File: config.mk
export PLATFORM = sky130hd
export DESIGN_NAME = logic_gates
export DESIGN_NICKNAME = d
export VERILOG_FILES = /design/src/rtl/logic_gates_pkg.sv /design/src/rtl/logic_gates_gate_cell.sv /design/src/rtl/logic_gates.sv
export SDC_FILE = /design/constraint.sdc
export NUM_CORES = 1
export LEC_CHECK = 0
export CORE_AREA = 5 5 42 44
export CTS_BUF_LIST = sky130_fd_sc_hd__clkbuf_4 sky130_fd_sc_hd__clkbuf_8 sky130_fd_sc_hd__clkbuf_16
export CTS_CLUSTER_SIZE = 40
export DETAILED_ROUTE_END_ITERATION = 8
export DIE_AREA = 0 0 47 49
export REMOVE_ABC_BUFFERS = 1
export SLEW_MARGIN = 5
export SYNTH_ARGS = -nofsm -noshare
export SYNTH_HDL_FRONTEND = slang
export SYNTH_HIERARCHICAL = 1
export SYNTH_SLANG_ARGS = --single-unit
File: constraint.sdc
create_clock -name clk -period 0.8 [get_ports clk]
set_input_delay 0.24 -clock clk [delete_from_list [all_inputs] [get_ports clk]]
set_output_delay 0.24 -clock clk [all_outputs]
set_load 0.01 [all_outputs]
File: src/rtl/logic_gates_pkg.sv
// -----------------------------------------------------------------------------
// logic_gates_pkg
// Shared definitions for the registered primitive-logic unit.
//   DEFAULT_WIDTH  : default operand/result width (1)
//   MAX_WIDTH      : widest supported operand (64)
//   gate_bit_t     : the seven gate outputs for one bit position
//   gate_results_t : the seven results at full supported width, for consumers
//                    that want to pass a whole result set around as one value
// Field order everywhere is and, not, or, xor, xnor, nand, nor.
// -----------------------------------------------------------------------------
package logic_gates_pkg;

  localparam int DEFAULT_WIDTH = 1;
  localparam int MAX_WIDTH     = 64;

  // One bit position of every gate.
  typedef struct packed {
    logic and_g;
    logic not_g;
    logic or_g;
    logic xor_g;
    logic xnor_g;
    logic nand_g;
    logic nor_g;
  } gate_bit_t;

  // Full result set; a WIDTH-bit instance uses bits [WIDTH-1:0] of each field.
  typedef struct packed {
    logic [MAX_WIDTH-1:0] and_r;
    logic [MAX_WIDTH-1:0] not_r;
    logic [MAX_WIDTH-1:0] or_r;
    logic [MAX_WIDTH-1:0] xor_r;
    logic [MAX_WIDTH-1:0] xnor_r;
    logic [MAX_WIDTH-1:0] nand_r;
    logic [MAX_WIDTH-1:0] nor_r;
  } gate_results_t;

endpackage : logic_gates_pkg

File: src/rtl/logic_gates_gate_cell.sv
// -----------------------------------------------------------------------------
// gate_cell
// Purely combinational single-bit slice: all seven primitive gates of i_a/i_b.
//   i_a, i_b : operand bits
//   o_and .. o_nor : gate outputs (o_not depends on i_a only)
// -----------------------------------------------------------------------------
module gate_cell (
  input  logic i_a,
  input  logic i_b,
  output logic o_and,
  output logic o_not,
  output logic o_or,
  output logic o_xor,
  output logic o_xnor,
  output logic o_nand,
  output logic o_nor
);

  assign o_and  = i_a & i_b;
  assign o_not  = ~i_a;
  assign o_or   = i_a | i_b;
  assign o_xor  = i_a ^ i_b;
  // Complement forms are derived from the base gates so the xnor/nand/nor
  // identities hold structurally, including for X operands.
  assign o_xnor = ~o_xor;
  assign o_nand = ~o_and;
  assign o_nor  = ~o_or;

endmodule : gate_cell

File: src/rtl/logic_gates.sv
// -----------------------------------------------------------------------------
// logic_gates
// Registered two-operand bitwise logic unit, one-cycle latency, one operand
// pair per cycle.
//   clk, rst         : clock, asynchronous active-high reset
//   in_valid, a, b   : operands, captured when in_valid is high
//   and_o .. nor_o   : registered gate results, held while in_valid is low
//   out_valid        : results were loaded on the previous edge
// -----------------------------------------------------------------------------
module logic_gates
  import logic_gates_pkg::*;
#(
  parameter int WIDTH = DEFAULT_WIDTH
) (
  input  logic             clk,
  input  logic             rst,
  input  logic             in_valid,
  input  logic [WIDTH-1:0] a,
  input  logic [WIDTH-1:0] b,
  output logic [WIDTH-1:0] and_o,
  output logic [WIDTH-1:0] not_o,
  output logic [WIDTH-1:0] or_o,
  output logic [WIDTH-1:0] xor_o,
  output logic [WIDTH-1:0] xnor_o,
  output logic [WIDTH-1:0] nand_o,
  output logic [WIDTH-1:0] nor_o,
  output logic             out_valid
);

  gate_bit_t [WIDTH-1:0] w_gates;
  gate_bit_t [WIDTH-1:0] r_gates;
  logic                  r_out_valid;

  // One gate slice per bit; no bit depends on any other.
  for (genvar i = 0; i < WIDTH; i++) begin : g_cell
    gate_cell u_cell (
      .i_a    (a[i]),
      .i_b    (b[i]),
      .o_and  (w_gates[i].and_g),
      .o_not  (w_gates[i].not_g),
      .o_or   (w_gates[i].or_g),
      .o_xor  (w_gates[i].xor_g),
      .o_xnor (w_gates[i].xnor_g),
      .o_nand (w_gates[i].nand_g),
      .o_nor  (w_gates[i].nor_g)
    );
  end

  // Reset clears every result to 0, including the inverting gates, so nothing
  // but zeros leaves the block while rst is high.
  // NOTE: state registers use non-blocking assignments so every flop samples
  // pre-edge values regardless of statement order.
  always_ff @(posedge clk or posedge rst) begin
    if (rst) begin
      r_gates     <= '0;
      r_out_valid <= 1'b0;
    end else begin
      r_out_valid <= in_valid;
      if (in_valid) begin
        r_gates <= w_gates;
      end
    end
  end

  // Unpack the per-bit register bank into the per-gate output vectors.
  // NOTE: every always_comb output gets a default first, so no path can
  // leave a value unassigned and infer a latch.
  always_comb begin
    and_o  = '0;
    not_o  = '0;
    or_o   = '0;
    xor_o  = '0;
    xnor_o = '0;
    nand_o = '0;
    nor_o  = '0;
    for (int i = 0; i < WIDTH; i++) begin
      and_o[i]  = r_gates[i].and_g;
      not_o[i]  = r_gates[i].not_g;
      or_o[i]   = r_gates[i].or_g;
      xor_o[i]  = r_gates[i].xor_g;
      xnor_o[i] = r_gates[i].xnor_g;
      nand_o[i] = r_gates[i].nand_g;
      nor_o[i]  = r_gates[i].nor_g;
    end
  end

  assign out_valid = r_out_valid;

endmodule : logic_gates

==> reports/qor.tcl, run 1 <==
set qor(worst_slew_margin_rel) 0.799
set qor(antenna_found_initial) 0
set qor(synth_edf_count) 0
set qor(grt_first_pass_wirelength_um) 1300
set qor(timing.hold.ws_ns) 0.228
set qor(worst_min_path_class) {in2async}
set qor(floorplan.initialDensity) 0.278
set qor(cpPeakStageDelay_ns) 0.38
set qor(top_count_cell_post_synth) {dfrtp_1}
set qor(cts_tree) {built}
set qor(max_freq_ghz) 0.976
set qor(clock_sinks) 8
set qor(synth_top_area_share) 0.514
set qor(nets_finish) 61
set qor(core_area_mm2) 0.00140
set qor(run_status) {complete, but fails checks}
set qor(routedWlPerCell_um) 12.3
set qor(post_synth_inst_count) 26
set qor(ff2ff_path_depth) 2
set qor(netlist_top_cells_area) {dfrtp_1 51%, mux2_4 27%, ha_1 13%, inv_1 5.8%, buf_6 2.9%}
set qor(share_clk_of_total_power) 0.297
set qor(design_area_um2) 592
set qor(cts-root-to-sink-buffers) 2
set qor(fin_crit_sh) 1.28
set qor(pnr_worst_setup_slack_ns) -0.225
set qor(crit_cells) 1
set qor(r2r-end) {xnor_o}
set qor(synth.cells.most_frequent) {8 x dfrtp_1, 7 x mux2_4, 6 x inv_1}
set qor(ioPinCount) 13
set qor(crit_path_start_kind) {flop}
set qor(die_w_um) 47
set qor(grt_overflow) 0
set qor(netSwitchingFraction) 0.248
set qor(worst_ir_drop_vdd_v) 0.000549
set qor(drv_slew) 0
set qor(postCtsHoldBufs) 0
set qor(finClkSkew_ns) 0
set qor(antenna_cells) 0
set qor(finalHoldViolations) 0
set qor(power_leakage_uw) 0.000322
set qor(r2r_setup_slack_ns) -0.07
set qor(internal-power_uw) 778
set qor(worstSkewPairLatency_ns) 0.25
set qor(numPortBuffers) 12
set qor(largest_fanout_on_the_critical_path) 2
set qor(post_synth_num_cell_types) 5
set qor(crit_required_ns) 0.56
set qor(critical_path.endpoint_type) {primary output}
set qor(path_class) {reg2out}
set qor(post_dp_cell_area_um2) 571
set qor(violations) {setup timing}
set qor(clk_root_buffer_cell) {clkbuf_4}
set qor(timing.critical_path.buf_inv) 1
set qor(die_h_um) 49
set qor(first_global_vias) 314
set qor(drv_cap) 0
set qor(number_of_warning_messages_in_the_yosys_log) 6
set qor(worst_path_max_delay_cell) {dfrtp_1}
set qor(power-per-cell-area_mw_per_mm2) 1750
set qor(synth_top_area_cell) {dfrtp_1}
set qor(total_switching_power_uw) 257
set qor(drc_errors) 0
set qor(ys_seq_elements) 8
set qor(syn-mean-instance-area_um2) 15.0
set qor(cts_inserted_buffers) 3
set qor(area_growth_syn_to_layout_pct) 52.1
set qor(globalplace.congestion) 0.687
set qor(die_outline_area_mm2) 0.00230
set qor(cts_max_level) 1
set qor(critical_path_arrival_ns) 0.78
set qor(mappedNetlistArea_um2) 389
set qor(ys_seq_area_frac) 0.514
set qor(wl_um) 810
set qor(worstMarginPinSlew_ns) 0.301
set qor(setup_viol) 13
set qor(cts.reportedPaths.clkPinSlew_ns) 0.05
set qor(grt_start_max_net_pins) 9
set qor(std_cell_rows) 14
set qor(grt.total_usage) 0.0903
set qor(nFillCells) 147
set qor(drive_gt1_frac) 0.660
set qor(first_pass_iters) 2
set qor(period_minus_slack_ns) 1.02
set qor(power_frac_seq) 0.455
set qor(synth_flop_cell) {dfrtp_1}
set qor(final_antenna_net_count) 0
set qor(critPathTopFamily) {flip-flops}
set qor(power.combinational.fraction) 0.248
set qor(r2r_start) {xnor_o}
set qor(grt_setup_unrepaired) {yes}
set qor(num_vias) 274
set qor(vias_per_cell) 4.15
set qor(async_flop_share) 1.00
set qor(drt_iter0_drc) 1
set qor(path_cells) {buf_2}
## layer usage
metal,global-route usage,share of wire,wire length (µm)
met2,0.140,0.53,432
met1,0.0724,0.34,272
met4,0.138,0.075,61
met3,0.0111,0.053,43
met5,0,0,0
## power by group through the flow
stage	clock (µW)	sequential [µW]	combinational, µW
after CTS	330	468	253
after global placement	0	474	261
after floorplan	0	493	83.2
after global routing	353	473	282
final	307	470	257
after detailed placement	0	476	267
## registers in the layout, summed over array words and instances (netlist names)
signal / cells
xor_o: 1
or_o: 1
not_o: 1
xnor_o: 1
nand_o: 1
and_o: 1
nor_o: 1
out_valid: 1
## timing repair
| item | in CTS | in global routing |
|---|---|---|
| pin swaps | 1 | 0 |
| buffers inserted | 5 | 3 |
| gates resized for setup | 46 | 3 |
| cloned | 0 | 0 |
| setup endpoints to repair | 15 | 13 |
## cells by family (layout without fill, tap and decap cells)
family,Yosys count,count (layout),synth area share
adders and majority gates,4,4,0.129
buffers and inverters,7,31,0.0868
muxes,7,7,0.270
DFF,8,8,0.514
## layout make-up
cell class                      instances  area (µm²)  share of cell area
Inverter                                6        22.5              0.0381
Tap cell                               16        20.0              0.0338
Sequential cell                         8         200               0.338
Clock buffer                            3        22.5              0.0381
Timing Repair Buffer                   22         159               0.268
Multi-Input combinational cell         11         168               0.283
## worst max path at each step
stage                     start      to  slack (ns)
after global routing      xor_o   xor_o       -0.26
after floorplan               a  xnor_o       -0.16
after detailed placement      a  xnor_o       -0.70
after CTS                 xor_o   xor_o       -0.24
final                     not_o   not_o       -0.22
after global placement        a  xnor_o       -0.69
## per-stage QoR
step,std cells,TNS [ns],utilization,worst slack [ns],total power (µW)
after floorplan,25,-0.374,-,-0.158,576
after global placement,60,-6.64,0.407,-0.686,735
after detailed placement,60,-6.82,0.407,-0.701,743
after CTS,66,-2.16,0.417,-0.238,1050
after global routing,66,-2.42,0.422,-0.261,1110
final,66,-2.06,0.422,-0.225,1030
## cells in the final DEF (no fill, tap or decap), drive strengths merged
| cell type | Yosys | routed |
|---|---|---|
| clkdlybuf4s50 | 0 | 1 |
| clkbuf | 0 | 3 |
| dlygate4sd2 | 0 | 1 |
| inv | 6 | 6 |
| mux2 | 7 | 7 |
| ha | 4 | 4 |
| buf | 1 | 20 |
| dfrtp | 8 | 8 |
Power figures use the tool's default switching activity.
==> run 2: changes to the inputs <==
--- a/config.mk
+++ b/config.mk
@@ -11,8 +11,8 @@
 export DETAILED_ROUTE_END_ITERATION = 8
 export DIE_AREA = 0 0 47 49
 export REMOVE_ABC_BUFFERS = 1
+export SETUP_SLACK_MARGIN = 0.4
 export SLEW_MARGIN = 5
 export SYNTH_ARGS = -nofsm -noshare
 export SYNTH_HDL_FRONTEND = slang
-export SYNTH_HIERARCHICAL = 1
 export SYNTH_SLANG_ARGS = --single-unit
==> run 2 against run 1 <==
Effect of this change:
- the run still ends with setup timing left
- clock skew unchanged
- utilization decreased by 1.3 points
- worst hold slack improved by 0.0054 ns
- sequential power decreased by 1%
- routed wire length decreased by 4.2%
- sequential share of layout area increased by 1.1 points
- register-to-register slack about the same
- clock power increased by 2%
- critical endpoint is now xor_o
- largest cell class unchanged
- cell area decreased by 3.2%
- critical path depth unchanged
==> reports/qor.tcl, run 2 <==
set qor(run_status) {complete, but fails checks} ;# unchanged
set qor(violations) {setup timing} ;# unchanged
set qor(antenna_found_initial) 0 ;# unchanged
set qor(drive_gt1_frac) 0.660 ;# unchanged
set qor(post_dp_cell_area_um2) 552 ;# was 571 µm²
set qor(final_antenna_net_count) 0 ;# unchanged
set qor(layout_common_cells) {11 x buf_2, 8 x dfrtp_1, 5 x buf_4} ;# was 10 x buf_2, 8 x dfrtp_1, 7 x mux2_4, 6 x buf_4
set qor(finalHoldViolations) 0 ;# unchanged
set qor(min_from) {in_valid}
set qor(setup_viol) 9 ;# was 13
set qor(synth.area.mux_share) 0.154 ;# was 0.270
set qor(die_w_um) 47 ;# unchanged
set qor(fin_crit_sh) 1.27 ;# was 1.28
set qor(postCtsHoldBufs) 0 ;# unchanged
set qor(cts-root-to-sink-buffers) 2 ;# unchanged
set qor(worst_path_max_delay_cell) {dfrtp_1} ;# unchanged
set qor(worstSetupStartpoint) {xor_o} ;# was not_o
set qor(core_area_mm2) 0.00140 ;# unchanged
set qor(nets_finish) 61 ;# unchanged
set qor(finalSetupTns_ns) -1.67 ;# was -2.06 ns
set qor(worstSkewPairLatency_ns) 0.25 ;# about the same
set qor(power_leakage_uw) 0.000295 ;# was 0.000322 µW
set qor(clock_sinks) 8 ;# unchanged
set qor(mappedNetlistArea_um2) 358 ;# was 389 µm²
set qor(cts.reportedPaths.clkPinSlew_ns) 0.06 ;# was 0.05 ns
set qor(ys_seq_area_frac) 0.559 ;# was 0.514
set qor(critical_path.endpoint_type) {primary output} ;# unchanged
set qor(grt_overflow) 0 ;# unchanged
set qor(first_pass_iters) 4 ;# was 2
set qor(critical_path_arrival_ns) 0.77 ;# was 0.78 ns
set qor(drt_iter0_drc) 4 ;# was 1
set qor(globalplace.congestion) 0.695 ;# was 0.687
set qor(placed_cells) 61 ;# was 60
set qor(drv_slew) 0 ;# unchanged
set qor(die_outline_area_mm2) 0.00230 ;# unchanged
set qor(pnr_worst_setup_slack_ns) -0.213 ;# was -0.225 ns
set qor(cpPeakStageDelay_ns) 0.38 ;# about the same
set qor(finClkSkew_ns) 0 ;# unchanged
set qor(synth_top_area_share) 0.559 ;# was 0.514
set qor(synthSimpleGateAreaFrac) 0.0315 ;# was 0
set qor(grt_start_max_net_pins) 9 ;# unchanged
set qor(design_area_um2) 573 ;# was 592 µm²
set qor(post_synth_num_cell_types) 8 ;# was 5
set qor(routedWlPerCell_um) 11.8 ;# was 12.3 µm
set qor(cts_tree) {built} ;# unchanged
set qor(worst_min_path_class) {in2reg} ;# was in2async
set qor(largest_fanout_on_the_critical_path) 2 ;# unchanged
set qor(cts_max_level) 1 ;# unchanged
set qor(vias_per_cell) 4.18 ;# was 4.15
set qor(cts_inserted_buffers) 3 ;# unchanged
set qor(wl_um) 776 ;# was 810 µm
set qor(synth_compound_area_frac) 0.0420 ;# was 0
set qor(die_h_um) 49 ;# unchanged
set qor(critPathTopFamily) {flip-flops} ;# unchanged
set qor(worst_slew_margin_rel) 0.916 ;# was 0.799
set qor(async_flop_share) 1.00 ;# unchanged
set qor(grt_first_pass_wirelength_um) 1370 ;# was 1300 µm
set qor(num_vias) 276 ;# was 274
set qor(syn-mean-instance-area_um2) 13.3 ;# was 15.0 µm²
set qor(timing.critical_path.buf_inv) 1 ;# unchanged
set qor(synth-xor-area-share) 0 ;# unchanged
set qor(numPortBuffers) 12 ;# unchanged
set qor(number_of_warning_messages_in_the_yosys_log) 0 ;# was 6
set qor(grt.total_usage) 0.0861 ;# was 0.0903
set qor(crit_required_ns) 0.56 ;# about the same
set qor(layout_commonest_cell) {buf_2} ;# unchanged
set qor(ys_seq_elements) 8 ;# unchanged
set qor(worstMarginPinSlew_ns) 0.123 ;# was 0.301 ns
set qor(crit_path_start_kind) {flop} ;# unchanged
set qor(hpwlAfterDp_um) 540
set qor(pre_cts_slack_ns) -0.690 ;# was -0.701 ns
set qor(synth_adder_area_share) 0.140 ;# was 0.129
set qor(period_minus_slack_ns) 1.01 ;# was 1.02 ns
set qor(netlist_top_cells_area) {dfrtp_1 56%, ha_1 14%, mux2_4 13%, a21oi_1 4.2%, inv_1 4.2%} ;# was dfrtp_1 51%, mux2_4 27%, ha_1 13%, inv_1 5.8%, buf_6 2.9%
set qor(ioPinCount) 13 ;# unchanged
set qor(clk_root_buffer_cell) {clkbuf_4} ;# unchanged
set qor(std_cell_rows) 14 ;# unchanged
set qor(synth.cells.most_frequent) {8 x dfrtp_1, 4 x ha_1, 4 x inv_1} ;# was 8 x dfrtp_1, 7 x mux2_4, 6 x inv_1
set qor(path_cells) {buf_2} ;# unchanged
set qor(worst_ir_drop_vdd_v) 0.000815 ;# was 0.000549 V
set qor(synth_top_area_cell) {dfrtp_1} ;# unchanged
set qor(area_growth_syn_to_layout_pct) 60.1 ;# was 52.1%
set qor(final_cell_count_no_fill) 66 ;# unchanged
set qor(floorplan.initialDensity) 0.255 ;# was 0.278
set qor(power-per-cell-area_mw_per_mm2) 1760 ;# was 1750 mW/mm²
set qor(antenna_cells) 0 ;# unchanged
set qor(synth_edf_count) 0 ;# unchanged
set qor(synth_flop_cell) {dfrtp_1} ;# unchanged
set qor(r2r_start) {nor_o} ;# was xnor_o
set qor(max_freq_ghz) 0.987 ;# was 0.976 GHz
set qor(grt_setup_unrepaired) {yes} ;# unchanged
set qor(drv_cap) 0 ;# unchanged
set qor(synth_top_family_by_area) {multiplexers} ;# unchanged
set qor(drc_errors) 0 ;# unchanged
set qor(nFillCells) 148 ;# was 147
set qor(path_class) {reg2out} ;# unchanged
set qor(top_count_cell_post_synth) {dfrtp_1} ;# unchanged
set qor(post_synth_inst_count) 27 ;# was 26
set qor(first_global_vias) 279 ;# was 314
## run 2: changes by cell type in the layout (fill, tap and decap cells not counted), moves of 2 or more
| cell | delta |
|---|---|
| a21oi_2 | +2 |
| mux2_4 | -4 |
| nor2_1 | +2 |
| inv_1 | -3 |
## run 2: metrics by stage
| step | util | hold WS (ns) | power (µW) |
|---|---|---|---|
| final | 0.409 | 0.233 | 1010 |
| after global routing | 0.409 | 0.230 | 1080 |
| after CTS | 0.393 | 0.238 | 1000 |
| after detailed placement | 0.394 | 0.497 | 712 |
| after global placement | 0.394 | 0.505 | 710 |
| after floorplan | - | 0.0557 | 550 |
## run 2: cell families (layout without fill, tap and decap cells)
kind of cell	after synthesis	in the layout
adders and majority gates	4	4
and+or+nand+nor	3	3
muxes	4	4
buffers and inverters	5	28
DFF	8	8
AOI/OAI and AO/OA	3	3
## run 2: per-layer routing
| metal | GRT usage | part of all wire |
|---|---|---|
| met1 | 0.125 | 0.46 |
| met2 | 0.102 | 0.44 |
| met3 | 0.0554 | 0.099 |
| met4 | 0.0276 | 0 |
| met5 | 0 | 0 |
## run 2: worst paths after layout
| path | slack (ns) | end | cells past startpoint |
|---|---|---|---|
| min in group asynchronous | 0.27 | and_o | 3 |
| setup reg to reg | -0.06 | nor_o | 2 |
| setup / recovery | -0.21 | xor_o | 1 |
| hold reg to reg | 0.51 | and_o | 1 |
| max in group asynchronous | 0.43 | nor_o | 3 |
| hold / removal | 0.23 | out_valid | 2 |
## run 2: layout make-up
type / count / area, µm² / share of cell area
Clock buffer: 3 / 22.5 / 0.0393
Multi-Input combinational cell: 14 / 159 / 0.277
Sequential cell: 8 / 200 / 0.349
Tap cell: 16 / 20.0 / 0.0349
Inverter: 4 / 15.0 / 0.0262
Timing Repair Buffer: 21 / 156 / 0.273
## run 2: power by group
part	switching [µW]	internal [µW]
Clock	140	172
Sequential	18.5	444
Combinational	103	129
Total	261	745
## run 2: what timing repair did
item,CTS,global route
endpoints found under the setup margin,16,19
pin swaps,1,0
buffers inserted,1,1
hold endpoints to repair,0,0
gates resized for setup,50,5
==> run 3: changes to the inputs <==
--- a/config.mk
+++ b/config.mk
@@ -6,10 +6,11 @@
 export NUM_CORES = 1
 export LEC_CHECK = 0
 export CORE_AREA = 5 5 42 44
-export CTS_BUF_LIST = sky130_fd_sc_hd__clkbuf_4 sky130_fd_sc_hd__clkbuf_8 sky130_fd_sc_hd__clkbuf_16
+export CTS_BUF_LIST = sky130_fd_sc_hd__clkbuf_2 sky130_fd_sc_hd__clkbuf_4 sky130_fd_sc_hd__clkbuf_8
 export CTS_CLUSTER_SIZE = 40
 export DETAILED_ROUTE_END_ITERATION = 8
 export DIE_AREA = 0 0 47 49
+export PLACE_DENSITY = 0.58
 export REMOVE_ABC_BUFFERS = 1
 export SETUP_SLACK_MARGIN = 0.4
 export SLEW_MARGIN = 5
==> run 3 against run 2 <==
Effect of this change:
- sequential share of layout area decreased by 4.6 points
- critical path type unchanged
- routed wire length is 0.26% lower
- highest routed layer unchanged
- first-iteration DRC count shrank 100%
- the run ends with hold timing, setup timing left
- non-clock buffer count is 5 higher
- final cell count grew 7.6%
==> reports/qor.tcl, run 3 (same netlist as run 2, synthesis figures left out) <==
set qor(power_leakage_uw) 0.000341 ;# was 0.000295 µW
set qor(core_area_mm2) 0.00140 ;# unchanged
set qor(die_w_um) 47 ;# unchanged
set qor(grt.total_usage) 0.0830 ;# was 0.0861
set qor(cts_inserted_buffers) 3 ;# unchanged
set qor(run_status) {complete, but fails checks} ;# unchanged
set qor(power-per-cell-area_mw_per_mm2) 1640 ;# was 1760 mW/mm²
set qor(cpPeakStageDelay_ns) 0.38 ;# about the same
set qor(final_antenna_net_count) 0 ;# unchanged
set qor(area_growth_syn_to_layout_pct) 84.3 ;# was 60.1%
set qor(first_pass_iters) 1 ;# was 4
set qor(finalHoldViolations) 8 ;# was 0
set qor(pre_cts_slack_ns) -0.673 ;# was -0.690 ns
set qor(clk_root_buffer_cell) {clkbuf_4} ;# unchanged
set qor(timing.critical_path.buf_inv) 1 ;# unchanged
set qor(floorplan.initialDensity) 0.255 ;# unchanged
set qor(num_vias) 289 ;# was 276
set qor(cts_tree) {built} ;# unchanged
set qor(drv_cap) 0 ;# unchanged
set qor(numPortBuffers) 12 ;# unchanged
set qor(wl_um) 774 ;# was 776 µm
set qor(period_minus_slack_ns) 1.02 ;# was 1.01 ns
set qor(worstSkewPairLatency_ns) 0.24 ;# was 0.25 ns
set qor(setup_viol) 13 ;# was 9
set qor(first_global_vias) 320 ;# was 279
set qor(path_class) {reg2out} ;# unchanged
set qor(clock_sinks) 8 ;# unchanged
set qor(layout_common_cells) {9 x buf_6, 8 x dfrtp_1, 7 x buf_4, 7 x buf_2} ;# was 11 x buf_2, 8 x dfrtp_1, 5 x buf_4
set qor(cts_max_level) 1 ;# unchanged
set qor(crit_required_ns) 0.56 ;# about the same
set qor(final_util) 0.471 ;# was 0.409
set qor(crit_path_start_kind) {flop} ;# unchanged
set qor(max_freq_ghz) 0.981 ;# was 0.987 GHz
set qor(r2r_start) {and_o} ;# was nor_o
set qor(cts.reportedPaths.clkPinSlew_ns) 0.06 ;# about the same
set qor(nets_finish) 66 ;# was 61
set qor(worst_ir_drop_vdd_v) 0.000865 ;# was 0.000815 V
set qor(critical_path.endpoint_type) {primary output} ;# unchanged
set qor(die_h_um) 49 ;# unchanged
set qor(worst_slew_margin_rel) 0.915 ;# was 0.916
set qor(vias_per_cell) 4.07 ;# was 4.18
set qor(ioPinCount) 13 ;# unchanged
set qor(drt_iter0_drc) 0 ;# was 4
set qor(std_cell_rows) 14 ;# unchanged
set qor(worstSetupStartpoint) {nand_o} ;# was xor_o
set qor(largest_fanout_on_the_critical_path) 2 ;# unchanged
set qor(pnr_worst_setup_slack_ns) -0.220 ;# was -0.213 ns
set qor(globalplace.congestion) 0.607 ;# was 0.695
set qor(grt_first_pass_wirelength_um) 1260 ;# was 1370 µm
set qor(die_outline_area_mm2) 0.00230 ;# unchanged
set qor(antenna_cells) 0 ;# unchanged
set qor(layout_commonest_cell) {buf_6} ;# was buf_2
set qor(postCtsHoldBufs) 0 ;# unchanged
set qor(antenna_found_initial) 0 ;# unchanged
set qor(violations) {hold timing, setup timing} ;# was setup timing
set qor(cts-root-to-sink-buffers) 2 ;# unchanged
set qor(path_cells) {buf_2} ;# unchanged
set qor(grt_overflow) 0 ;# unchanged
set qor(worst_path_max_delay_cell) {dfrtp_1} ;# unchanged
set qor(critPathTopFamily) {flip-flops} ;# unchanged
set qor(finalSetupTns_ns) -1.96 ;# was -1.67 ns
set qor(finClkSkew_ns) 0 ;# unchanged
set qor(worst_min_path_class) {in2async} ;# was in2reg
set qor(grt_start_max_net_pins) 9 ;# unchanged
set qor(drc_errors) 0 ;# unchanged
set qor(routedWlPerCell_um) 10.9 ;# was 11.8 µm
set qor(grt_setup_unrepaired) {yes} ;# unchanged
set qor(hpwlAfterDp_um) 530 ;# was 540 µm
set qor(timing.hold.ws_ns) -0.0341 ;# was 0.233 ns
set qor(worstMarginPinSlew_ns) 0.125 ;# was 0.123 ns
set qor(fin_crit_sh) 1.27 ;# about the same
set qor(drv_slew) 0 ;# unchanged
set qor(drive_gt1_frac) 0.691 ;# was 0.660
set qor(critical_path_arrival_ns) 0.78 ;# was 0.77 ns
-- run 3: cell types whose count changed in the layout (fill, tap and decap cells not counted), moves of 2 or more --
cell / previous run / this run
buf_2: 11 / 7
buf_4: 5 / 7
buf_6: 3 / 9
inv_2: 3 / 1
-- run 3: worst paths after layout --
check,cells after the start,slack [ns],end
setup / recovery,1,-0.22,nand_o
hold / removal,3,-0.03,not_o
setup reg to reg,3,-0.16,and_o
hold reg to reg,2,0.53,xnor_o
max in group asynchronous,3,0.73,xnor_o
min in group clk,2,0.23,or_o
-- run 3: routing by layer --
layer / vias up / wire, µm / track usage
met2: 10 / 395 / 0.113
met4: 0 / 0 / 0.0553
met3: 0 / 79 / 0.0517
met5: - / 0 / 0
li1: 142 / - / -
met1: 137 / 299 / 0.0923
-- run 3: timing repair --
| action | 4_1_cts | 5_1_grt |
|---|---|---|
| resized for setup | 58 | 11 |
| gates cloned | 0 | 0 |
| hold endpoints to repair | 0 | 8 |
| setup endpoints to repair | 16 | 23 |
| buffers inserted | 5 | 1 |
| pin swaps | 2 | 2 |
-- run 3: metrics by stage --
stage | cell area, µm² | power (µW) | cells | hold slack [ns]
final | 659 | 1080 | 71 | -0.0341
after global routing | 659 | 1160 | 71 | -0.0252
after CTS | 616 | 1070 | 70 | 0.218
after detailed placement | 559 | 719 | 62 | 0.502
after global placement | 559 | 719 | 62 | 0.495
after floorplan | 347 | 550 | 26 | 0.0557
-- run 3: tightest hold or removal path: cells and delay by family --
| family | cells | cell delay, ns |
|---|---|---|
| buffers and inverters | 3 | 0.30 |
-- run 3: final cells by class --
type / count / area [µm²]
Tap cell: 16 / 20.0
Clock buffer: 3 / 22.5
Inverter: 4 / 22.5
Multi-Input combinational cell: 14 / 158
Fill cell: 137 / 742
Sequential cell: 8 / 200
Timing Repair Buffer: 26 / 236
-- run 3: where the power goes --
group	total, µW	internal, µW	switching (µW)
Combinational	308	194	114
Clock	311	172	139
Sequential	466	444	21.3
Total	1080	810	274
